## config.mk

```make
export PLATFORM = sky130hd
export DESIGN_NAME = instr_sequencer
export DESIGN_NICKNAME = d
export VERILOG_FILES = /design/src/rtl/ctrl_pkg.sv /design/src/rtl/instr_fifo.sv /design/src/rtl/instr_sequencer.sv
export SDC_FILE = /design/constraint.sdc
export NUM_CORES = 1
export LEC_CHECK = 0
export CELL_PAD_IN_SITES_DETAIL_PLACEMENT = 2
export CELL_PAD_IN_SITES_GLOBAL_PLACEMENT = 2
export CORE_MARGIN = 10
export CORE_UTILIZATION = 30
export CTS_CLUSTER_DIAMETER = 50
export DETAILED_ROUTE_END_ITERATION = 16
export PLACE_DENSITY = 0.72
export SLEW_MARGIN = 20
export SYNTH_ARGS = -nofsm -noshare
export SYNTH_HDL_FRONTEND = slang
export SYNTH_SLANG_ARGS = --single-unit
```

## constraint.sdc

```tcl
create_clock -name clk -period 2.6 [get_ports clk]
set_input_delay 0.26 -clock clk [delete_from_list [all_inputs] [get_ports clk]]
set_output_delay 0.26 -clock clk [all_outputs]
set_load 0.05 [all_outputs]
```

## src/rtl/ctrl_pkg.sv

```systemverilog
// Shared types for the fetch/decode control path: instruction word layout,
// HALT opcode and sequencer state encoding.
package ctrl_pkg;

  localparam int unsigned OPCODE_W  = 4;
  localparam int unsigned OPERAND_W = 12;
  localparam logic [OPCODE_W-1:0] HALT_OP = 4'hF;

  typedef struct packed {
    logic [OPCODE_W-1:0]  opcode;
    logic [OPERAND_W-1:0] operand;
  } instr_t;

  typedef enum logic [2:0] {
    IDLE,
    RUN,
    FLUSH,
    HALT_DRAIN,
    HALTED
  } seq_state_t;

endpackage

```

## src/rtl/instr_fifo.sv

```systemverilog
// Prefetch buffer: synchronous FIFO with a synchronous flush that overrides
// any push/pop in the same cycle. Each entry carries {instruction, address}.
module instr_fifo #(
  parameter int unsigned DEPTH = 2,
  parameter int unsigned WIDTH = 24
) (
  input  logic                       clk,
  input  logic                       rst_n,
  input  logic                       push,
  input  logic                       pop,
  input  logic                       flush,
  input  logic [WIDTH-1:0]           din,
  output logic [WIDTH-1:0]           dout,
  output logic                       full,
  output logic                       empty,
  output logic [$clog2(DEPTH):0]     count
);

  localparam int unsigned PTR_W = $clog2(DEPTH);

  logic [WIDTH-1:0] r_mem [DEPTH];
  logic [PTR_W-1:0] r_wptr;
  logic [PTR_W-1:0] r_rptr;
  logic [PTR_W:0]   r_count;
  logic             w_do_push;
  logic             w_do_pop;

  assign full      = (r_count == (PTR_W+1)'(DEPTH));
  assign empty     = (r_count == '0);
  assign count     = r_count;
  assign dout      = r_mem[r_rptr];
  assign w_do_pop  = pop & ~empty;
  assign w_do_push = push & (~full | w_do_pop);

  always_ff @(posedge clk or negedge rst_n) begin
    if (!rst_n) begin
      r_wptr  <= '0;
      r_rptr  <= '0;
      r_count <= '0;
      for (int unsigned i = 0; i < DEPTH; i++) begin
        r_mem[i] <= '0;
      end
    end else if (flush) begin
      r_wptr  <= '0;
      r_rptr  <= '0;
      r_count <= '0;
    end else begin
      if (w_do_push) begin
        r_mem[r_wptr] <= din;
        r_wptr        <= r_wptr + PTR_W'(1);
      end
      if (w_do_pop) begin
        r_rptr <= r_rptr + PTR_W'(1);
      end
      r_count <= r_count + {{PTR_W{1'b0}}, w_do_push} - {{PTR_W{1'b0}}, w_do_pop};
    end
  end

endmodule

```

## src/rtl/instr_sequencer.sv

```systemverilog
// Instruction fetch sequencer: single-outstanding imem fetch into a prefetch
// FIFO, valid/ready delivery downstream, branch redirect and HALT handling.
module instr_sequencer
  import ctrl_pkg::*;
#(
  parameter int unsigned ADDR_W     = 8,
  parameter int unsigned INSTR_W    = 16,
  parameter int unsigned FIFO_DEPTH = 2
) (
  input  logic                  clk,
  input  logic                  rst_n,
  input  logic                  start,
  input  logic [ADDR_W-1:0]     start_addr,
  output logic                  imem_req,
  output logic [ADDR_W-1:0]     imem_addr,
  input  logic                  imem_ack,
  input  logic [INSTR_W-1:0]    imem_rdata,
  output logic                  instr_valid,
  input  logic                  instr_ready,
  output logic [OPCODE_W-1:0]   opcode,
  output logic [INSTR_W-5:0]    operand,
  output logic [ADDR_W-1:0]     pc_out,
  input  logic                  branch_taken,
  input  logic [ADDR_W-1:0]     branch_target,
  output logic                  halted,
  output logic                  busy
);

  localparam int unsigned ENTRY_W = INSTR_W + ADDR_W;
  localparam int unsigned CNT_W   = $clog2(FIFO_DEPTH) + 1;

  seq_state_t          r_state;
  logic [ADDR_W-1:0]   r_pc;
  logic [ADDR_W-1:0]   r_req_addr;
  logic                r_outst;

  logic                w_run;
  logic                w_branch;
  logic                w_accept;
  logic                w_halt;
  logic                w_room;
  logic                w_new_req;
  logic                w_push;
  logic                w_flush;
  logic                w_full;
  logic                w_empty;
  logic [CNT_W-1:0]    w_count;
  logic [ENTRY_W-1:0]  w_head;

  assign w_run       = (r_state == RUN);
  assign instr_valid = w_run & ~w_empty;
  assign w_accept    = instr_valid & instr_ready;
  assign w_branch    = w_run & branch_taken;
  // A branch in the same cycle as HALT acceptance takes precedence.
  assign w_halt      = w_accept & (opcode == HALT_OP) & ~w_branch;
  assign w_flush     = w_branch | w_halt;

  assign w_room    = ({1'b0, w_count} + {{CNT_W{1'b0}}, r_outst}) < (CNT_W+1)'(FIFO_DEPTH);
  // New requests are suppressed in redirect/halt cycles so no stale fetch is issued.
  assign w_new_req = w_run & ~r_outst & w_room & ~w_branch & ~w_halt;
  assign imem_req  = r_outst | w_new_req;
  assign imem_addr = r_outst ? r_req_addr : r_pc;

  assign w_push = w_run & imem_req & imem_ack & ~w_flush & ~w_full;

  assign opcode  = w_head[ENTRY_W-1 -: OPCODE_W];
  assign operand = w_head[ENTRY_W-OPCODE_W-1 -: (INSTR_W-OPCODE_W)];
  assign pc_out  = w_head[ADDR_W-1:0];

  assign halted = (r_state == HALTED);
  assign busy   = (r_state == RUN) | (r_state == FLUSH) | (r_state == HALT_DRAIN);

  instr_fifo #(
    .DEPTH (FIFO_DEPTH),
    .WIDTH (ENTRY_W)
  ) u_fifo (
    .clk   (clk),
    .rst_n (rst_n),
    .push  (w_push),
    .pop   (w_accept),
    .flush (w_flush),
    .din   ({imem_rdata, imem_addr}),
    .dout  (w_head),
    .full  (w_full),
    .empty (w_empty),
    .count (w_count)
  );

  always_ff @(posedge clk or negedge rst_n) begin
    if (!rst_n) begin
      r_state    <= IDLE;
      r_pc       <= '0;
      r_req_addr <= '0;
      r_outst    <= 1'b0;
    end else begin
      r_outst <= imem_req & ~imem_ack;
      if (imem_req) begin
        r_req_addr <= imem_addr;
      end
      case (r_state)
        IDLE, HALTED: begin
          if (start) begin
            r_state <= RUN;
            r_pc    <= start_addr;
          end
        end
        RUN: begin
          if (w_branch) begin
            r_state <= FLUSH;
            r_pc    <= branch_target;
          end else if (w_halt) begin
            r_state <= HALT_DRAIN;
          end else if (w_push) begin
            r_pc <= r_pc + ADDR_W'(1);
          end
        end
        FLUSH: begin
          if (!r_outst || imem_ack) begin
            r_state <= RUN;
          end
        end
        HALT_DRAIN: begin
          if (!r_outst || imem_ack) begin
            r_state <= HALTED;
          end
        end
        default: r_state <= IDLE;
      endcase
    end
  end

endmodule

```

==> qor.csv <==
stage;metric;value;unit
layout;Final Non-Filler Cells;521;
layout;net count of the finished layout;410;
sta;clock skew;10.6;ps
layout;Area Growth Syn to Fin;31.8;%
clock_tree;CTS Root Cell;clkbuf_16;
sta;min Tclk post-route;2400;ps
clock_tree;Worst-Skew Late Latency;330;ps
pwr;worst vdd ir;0.748;mV
sta;RSZ-0062 raised after global routing;no;
floorplan;Die Y;131;um
pwr;PwrDens;1490;nW/um2
clock_tree;H-tree Lvls;3;
detailed_routing;Detailed Routing Iterations Pass 1;4;
critical_path;delay-heaviest family, CP;simple AND/OR/NAND/NOR gates;
sta;worst setup margin;200;ps
clock_tree;Max clock buf depth;2;
grt;initial antenna violation count;0;
floorplan;Initial Util;30.7;%
critical_path;Required @ worst endpoint;2340;ps
synth;Syn Std Cell Area;3690;um2
grt;GRT Residual Overflow;0;
layout;leading cell types in the layout, fill and taps excluded;72 x dfrtp_1, 58 x mux2_2, 46 x clkdlybuf4s50_1;
synth;Synth Register Bits;72;
critical_path;CP endpoint kind;primary output;
critical_path;r2r endpoint;r_req_addr[7];
hold_path;worst hold path type;in -> async;
placement;GP Congestion;0.729;
sta;TNS Setup;0;ps
layout;most common cell after layout, fill and taps aside;dfrtp_1;
clock_tree;CTS tree;yes;
synth;Post-Synthesis Cells;285;
critical_path;reg2reg path depth;7;
grt;GR Util All Layers;12.4;%
critical_path;FF-to-FF setup slack;350;ps
synth;Syn Nets;326;
placement;DP Worst Slack;141;ps
critical_path;WP depth;7;
pwr;static leakage;2.32;nW
status;status;finished, final reports clean;
job;Max-cap violations;0;
placement;placed insts;503;
floorplan;Chip Width;131;um
placement;Buffers on Ports;73;
detailed_routing;Post-DRT Antenna Nets;0;
critical_path;CP max FO;7;
synth;syn avg cell area;13.0;um2
grt;number of global-route vias before repair;3006;
critical_path;critical path arrival;2140;ps
critical_path;kind of critical path;reg -> out;
layout;diodes inserted;0;
sta;Final period util;92.3;%
clock_tree;CTS Buf Count;9;
floorplan;core area;12000;um2
floorplan;I/O pin count;74;
critical_path;Crit-path slowest cell;or3b_1;
critical_path;slowest stage delay, CP;430;ps
grt;largest net degree at the start of global routing;40;
synth;Synthesis Warnings;0;
clock_tree;clock-pin slew on the worst setup and hold paths;60;ps
detailed_routing;DRC violations left;0;
floorplan;die area;17100;um2
sta;f_max;417;MHz
sta;Min Hold Slack;254;ps
synth;post-synth cell types;41;
layout;final core occ;40.5;%
sta;Slew @ Worst Pin;533;ps
detailed_routing;vias per cell;4.85;
sta;Hold Fails Final Rpt;0;
detailed_routing;Post-Route WL;10000;um
critical_path;critical path launch point type;flip-flop;
clock_tree;clk sinks;72;
layout;share of layout cells above drive strength 1;39.3;%
placement;Post-DP HPWL;7050;um
critical_path;RR Startpoint;r_state[0];
critical_path;WP buf/inv;2;
sta;relative slew slack;64.3;%
detailed_routing;routed len/inst;19.2;um
detailed_routing;Initial DRC Count;73;
sta;Slew Viols, Final;0;
floorplan;placement row count;40;
synth;sequential-to-total area share from yosys stat;48.8;%
grt;first-pass GRT wire length;16500;um
detailed_routing;Vias;2525;
critical_path;CP Cell Sequence;or3b_1 > nor3b_4 > o21a_4 > nand2b_1 > o21ba_4 > inv_1 > buf_12;
sta;final setup fails;0;
==> kinds of logic after synthesis <==
| kind of cell | count (synthesis) | share of synthesized area [%] |
|---|---|---|
| AOI/OAI and AO/OA | 33 | 5.69 |
| adders and majority gates | 3 | 1.02 |
| buffers and inverters | 17 | 3.46 |
| and+or+nand+nor | 62 | 9.01 |
| DFF | 72 | 48.8 |
| xor gates and xnor gates | 7 | 1.66 |
| muxes | 91 | 30.4 |
==> flip-flops by register name (all words and copies together) (netlist names) <==
| name | count |
|---|---|
| u_fifo.count | 2 |
| u_fifo.r_wptr | 1 |
| u_fifo.r_mem | 48 |
| r_req_addr | 8 |
| u_fifo.r_rptr | 1 |
| r_outst | 1 |
| r_state | 3 |
| r_pc | 8 |
==> per-stage QoR <==
stage	instance area [um2]	power [mW]
3_3_place_gp	4530	5.87
2_1_floorplan	3690	4.80
4_1_cts	4860	7.37
5_1_grt	4860	7.73
3_5_place_dp	4530	5.98
6_report	4860	7.24
==> power by group <==
part           switching, mW  leakage (nW)  total [mW]  internal [mW]
Clock                  0.473         0.153        1.27          0.797
Combinational           2.31          1.26        3.98           1.67
Sequential             0.373         0.906        1.99           1.62
==> cell usage after synthesis, drive strengths merged <==
master,count,area (um2)
mux2,87,1080
dfrtp,72,1800
nor2,19,71.3
nand2,18,75.1
o21ai,14,70.1
buf,10,101
a21oi,7,35.0
nand3,7,35.0
and3,6,37.5
inv,4,15.0
mux2i,4,40.0
nand2b,4,27.5
xor2,4,35.0
clkbuf,3,11.3
ha,3,37.5
xnor2,3,26.3
a21o,2,15.0
a221oi,2,17.5
o21a,2,22.5
or3b,2,17.5
a21bo,1,10.0
a221o,1,10.0
a31oi,1,6.26
and2,1,6.26
nand4bb,1,11.3
nor3,1,16.3
nor3b,1,18.8
o211ai,1,7.51
o21ba,1,10.0
o22ai,1,6.26
or2,1,8.76
or2b,1,7.51
==> final cells by class <==
cell class,instances,area [um2]
sequential,72,1800
tap,147,184
timing repair buffer,86,786
clock buffer,12,256
inverter,4,15.0
multi-input combinational,196,1770
fill,1257,7150
clock inverter,4,52.6
==> worst max-delay path by stage <==
stage	from	endpoint
floorplan	r_state[2]	imem_req
global placement	branch_taken	u_fifo.r_mem[7]
detailed placement	branch_taken	u_fifo.r_mem[3]
CTS	r_state[0]	imem_req
global route	r_state[0]	imem_req
finish	r_state[0]	imem_req
==> repair_timing <==
action | 4_1_cts | 5_1_grt
endpoints found under the hold margin | 2 | 0
setup buffers | 1 | 0
setup endpoints to repair | 1 | 0
resized for setup | 1 | 0
hold buffers | 1 | 0
==> per-layer routing <==
| metal | global-route usage [%] | part of all wire [%] | vias up |
|---|---|---|---|
| met4 | 3.34 | 1.0 | 0 |
| met5 | 0 | 0 | - |
| met1 | 15.2 | 45 | 1286 |
| met2 | 20.1 | 47 | 60 |
| li1 | - | - | 1173 |
| met3 | 4.75 | 6.4 | 6 |
Note: power is estimated with default switching activity, not from simulation.
==> RTL edit: new RTL, same flow settings <==
Set the parameter `FIFO_DEPTH` to 4 (it was 2).
--- a/src/rtl/instr_sequencer.sv
+++ b/src/rtl/instr_sequencer.sv
@@ -6,5 +6,5 @@
   parameter int unsigned ADDR_W     = 8,
   parameter int unsigned INSTR_W    = 16,
-  parameter int unsigned FIFO_DEPTH = 2
+  parameter int unsigned FIFO_DEPTH = 4
 ) (
   input  logic                  clk,
Behaviour: not the same (a bounded check fails within 4 cycles, from zero or initial values and one cycle with rst_n low).
==> RTL edit against the unedited design <==
Fmax decreased by 5.0%. Worst setup slack worse by 0.13 ns. Sequential cell count up 51. Sequential share of layout area is 1.2 points higher. Via count up 59%. Count of clock-buffer cells in the layout rose by 11. Register-to-register slack got worse by 0.26 ns. Cell area grew 66%. Synthesized cell count increased by 58%. Power rose by 60%. Synthesized area increased by 58%. Wire length grew 72%.
==> RTL edit: results (changes against the unedited design) <==
INFO  metric synth-seq-area-share = 52.61% (+3.8 points)
INFO  metric worst_clock_skew = 0.007307 ns (-0.003264 ns)
INFO  metric grt_pass1_wl = 28,270 um (+71%)
INFO  metric run_status = complete, no violations
INFO  metric routed_wirelength = 17,220 um (+72%)
INFO  metric critical_path.top_delay_family = buffers and inverters
INFO  metric hpwlAfterDp = 11,740 um (+66%)
INFO  metric avgRoutedWirePerCell = 20.62 um (+7.3%)
INFO  metric groute.usage.overall = 14.03% (+1.6 points)
INFO  metric latest_clock_arrival_within_the_worst_skew_pair = 0.42 ns (+0.09 ns)
INFO  metric internal-power = 6.923 mW (+69%)
INFO  metric cts.htree.levels = 4 (+1)
INFO  metric routabilityCongestion = 0.8054 (+10%)
INFO  metric yosys-top-cells-area = dfrtp_1, mux2_1, mux4_2
INFO  metric r2r_setup_slk = 0.09 ns (-0.26 ns)
INFO  metric registers_with_the_highest_flip_flop_counts = u_fifo.r_mem (96), r_pc (8), r_req_addr (8)
INFO  metric numPlacedInstances = 793 (+58%)
INFO  metric vias_in_the_first_global_route = 4,766 (+59%)
INFO  metric fin_hold_ws = 0.4604 ns (+0.2067 ns)
INFO  metric peakVddDrop = 0.0005112 V (-32%)
INFO  metric reg2reg_to = u_fifo.r_mem[34]$_DFFE_PN0P_
INFO  metric dr.first_iter.drc_count = 156 (+110%)
INFO  metric syn_inst = 449 (+58%)
INFO  metric finish.net_count = 605 (+48%)
INFO  metric layout.filler_cells = 1,916 (+52%)
INFO  metric cp.arrival = 2.27 ns (+0.13 ns)
## RTL edit: cell count changes after synthesis, moves of 26 or more
cell,unedited run,this run
mux2_1,2,61
mux2_2,58,19
dfrtp_1,72,123
mux2_4,27,0
a21oi_1,7,40
nor2_1,19,45
## RTL edit: routing by layer
metal / share of wire, % / vias up / track usage (%)
met5: 0 / - / 0
met2: 54 / 64 / 24.21
met1: 42 / 2126 / 16.64
li1: - / 1815 / -
met4: 1.0 / 0 / 4.212
met3: 3.6 / 11 / 3.882
## RTL edit: power by group through the flow
stage,Sequential [mW],Combinational [mW],Clock (mW)
after floorplan,2.99,3.56,0
after CTS,3.22,6.13,2.29
after global placement,3.14,5.81,0
after detailed placement,3.23,5.99,0
final,3.22,6.11,2.23
after global routing,3.33,6.54,2.38
## RTL edit: per-stage QoR
stage	setup TNS, ns	setup slack, ns	util (%)
floorplan	-0.1566	-0.08864	-
global placement	0	0.1395	38.07
detailed placement	0	0.01655	38.07
CTS	-0.003381	-0.003381	41.31
global route	-0.01963	-0.01963	41.68
finish	0	0.07313	41.68
## RTL edit: final cells by class
cell class,instances,share of cell area [%]
Clock buffer,23,6.055
Multi-Input combinational cell,284,32.40
Sequential cell,123,38.21
Inverter,17,0.7918
Clock inverter,8,0.8384
Timing Repair Buffer,115,17.59
Tap cell,265,4.114
## RTL edit: kinds of logic after synthesis
| group | share of synthesized area [%] |
|---|---|
| AOI/OAI and AO/OA | 7.614 |
| adders and majority gates | 2.053 |
| muxes | 26.18 |
| xor gates and xnor gates | 1.198 |
| and+or+nand+nor | 6.844 |
| DFF | 52.61 |
| buffers and inverters | 3.507 |
## RTL edit: worst max path at each step
stage	end	slack, ns	cells past startpoint
final	imem_req	0.07	8
after global routing	imem_req	-0.02	8
after CTS	imem_req	-0.003	8
after detailed placement	u_fifo.r_mem[34]$_DFFE_PN0P_	0.02	6
after global placement	u_fifo.r_mem[32]$_DFFE_PN0P_	0.14	6
after floorplan	u_fifo.count[1]$_DFF_PN0_	-0.09	9
## RTL edit: what timing repair did
item | in CTS | in global routing
hold buffers | 1 | 0
setup buffers | 4 | 6
endpoints found under the hold margin | 49 | 0
pin swaps | 2 | 3
gates resized for setup | 8 | 9
setup endpoints to repair | 3 | 7
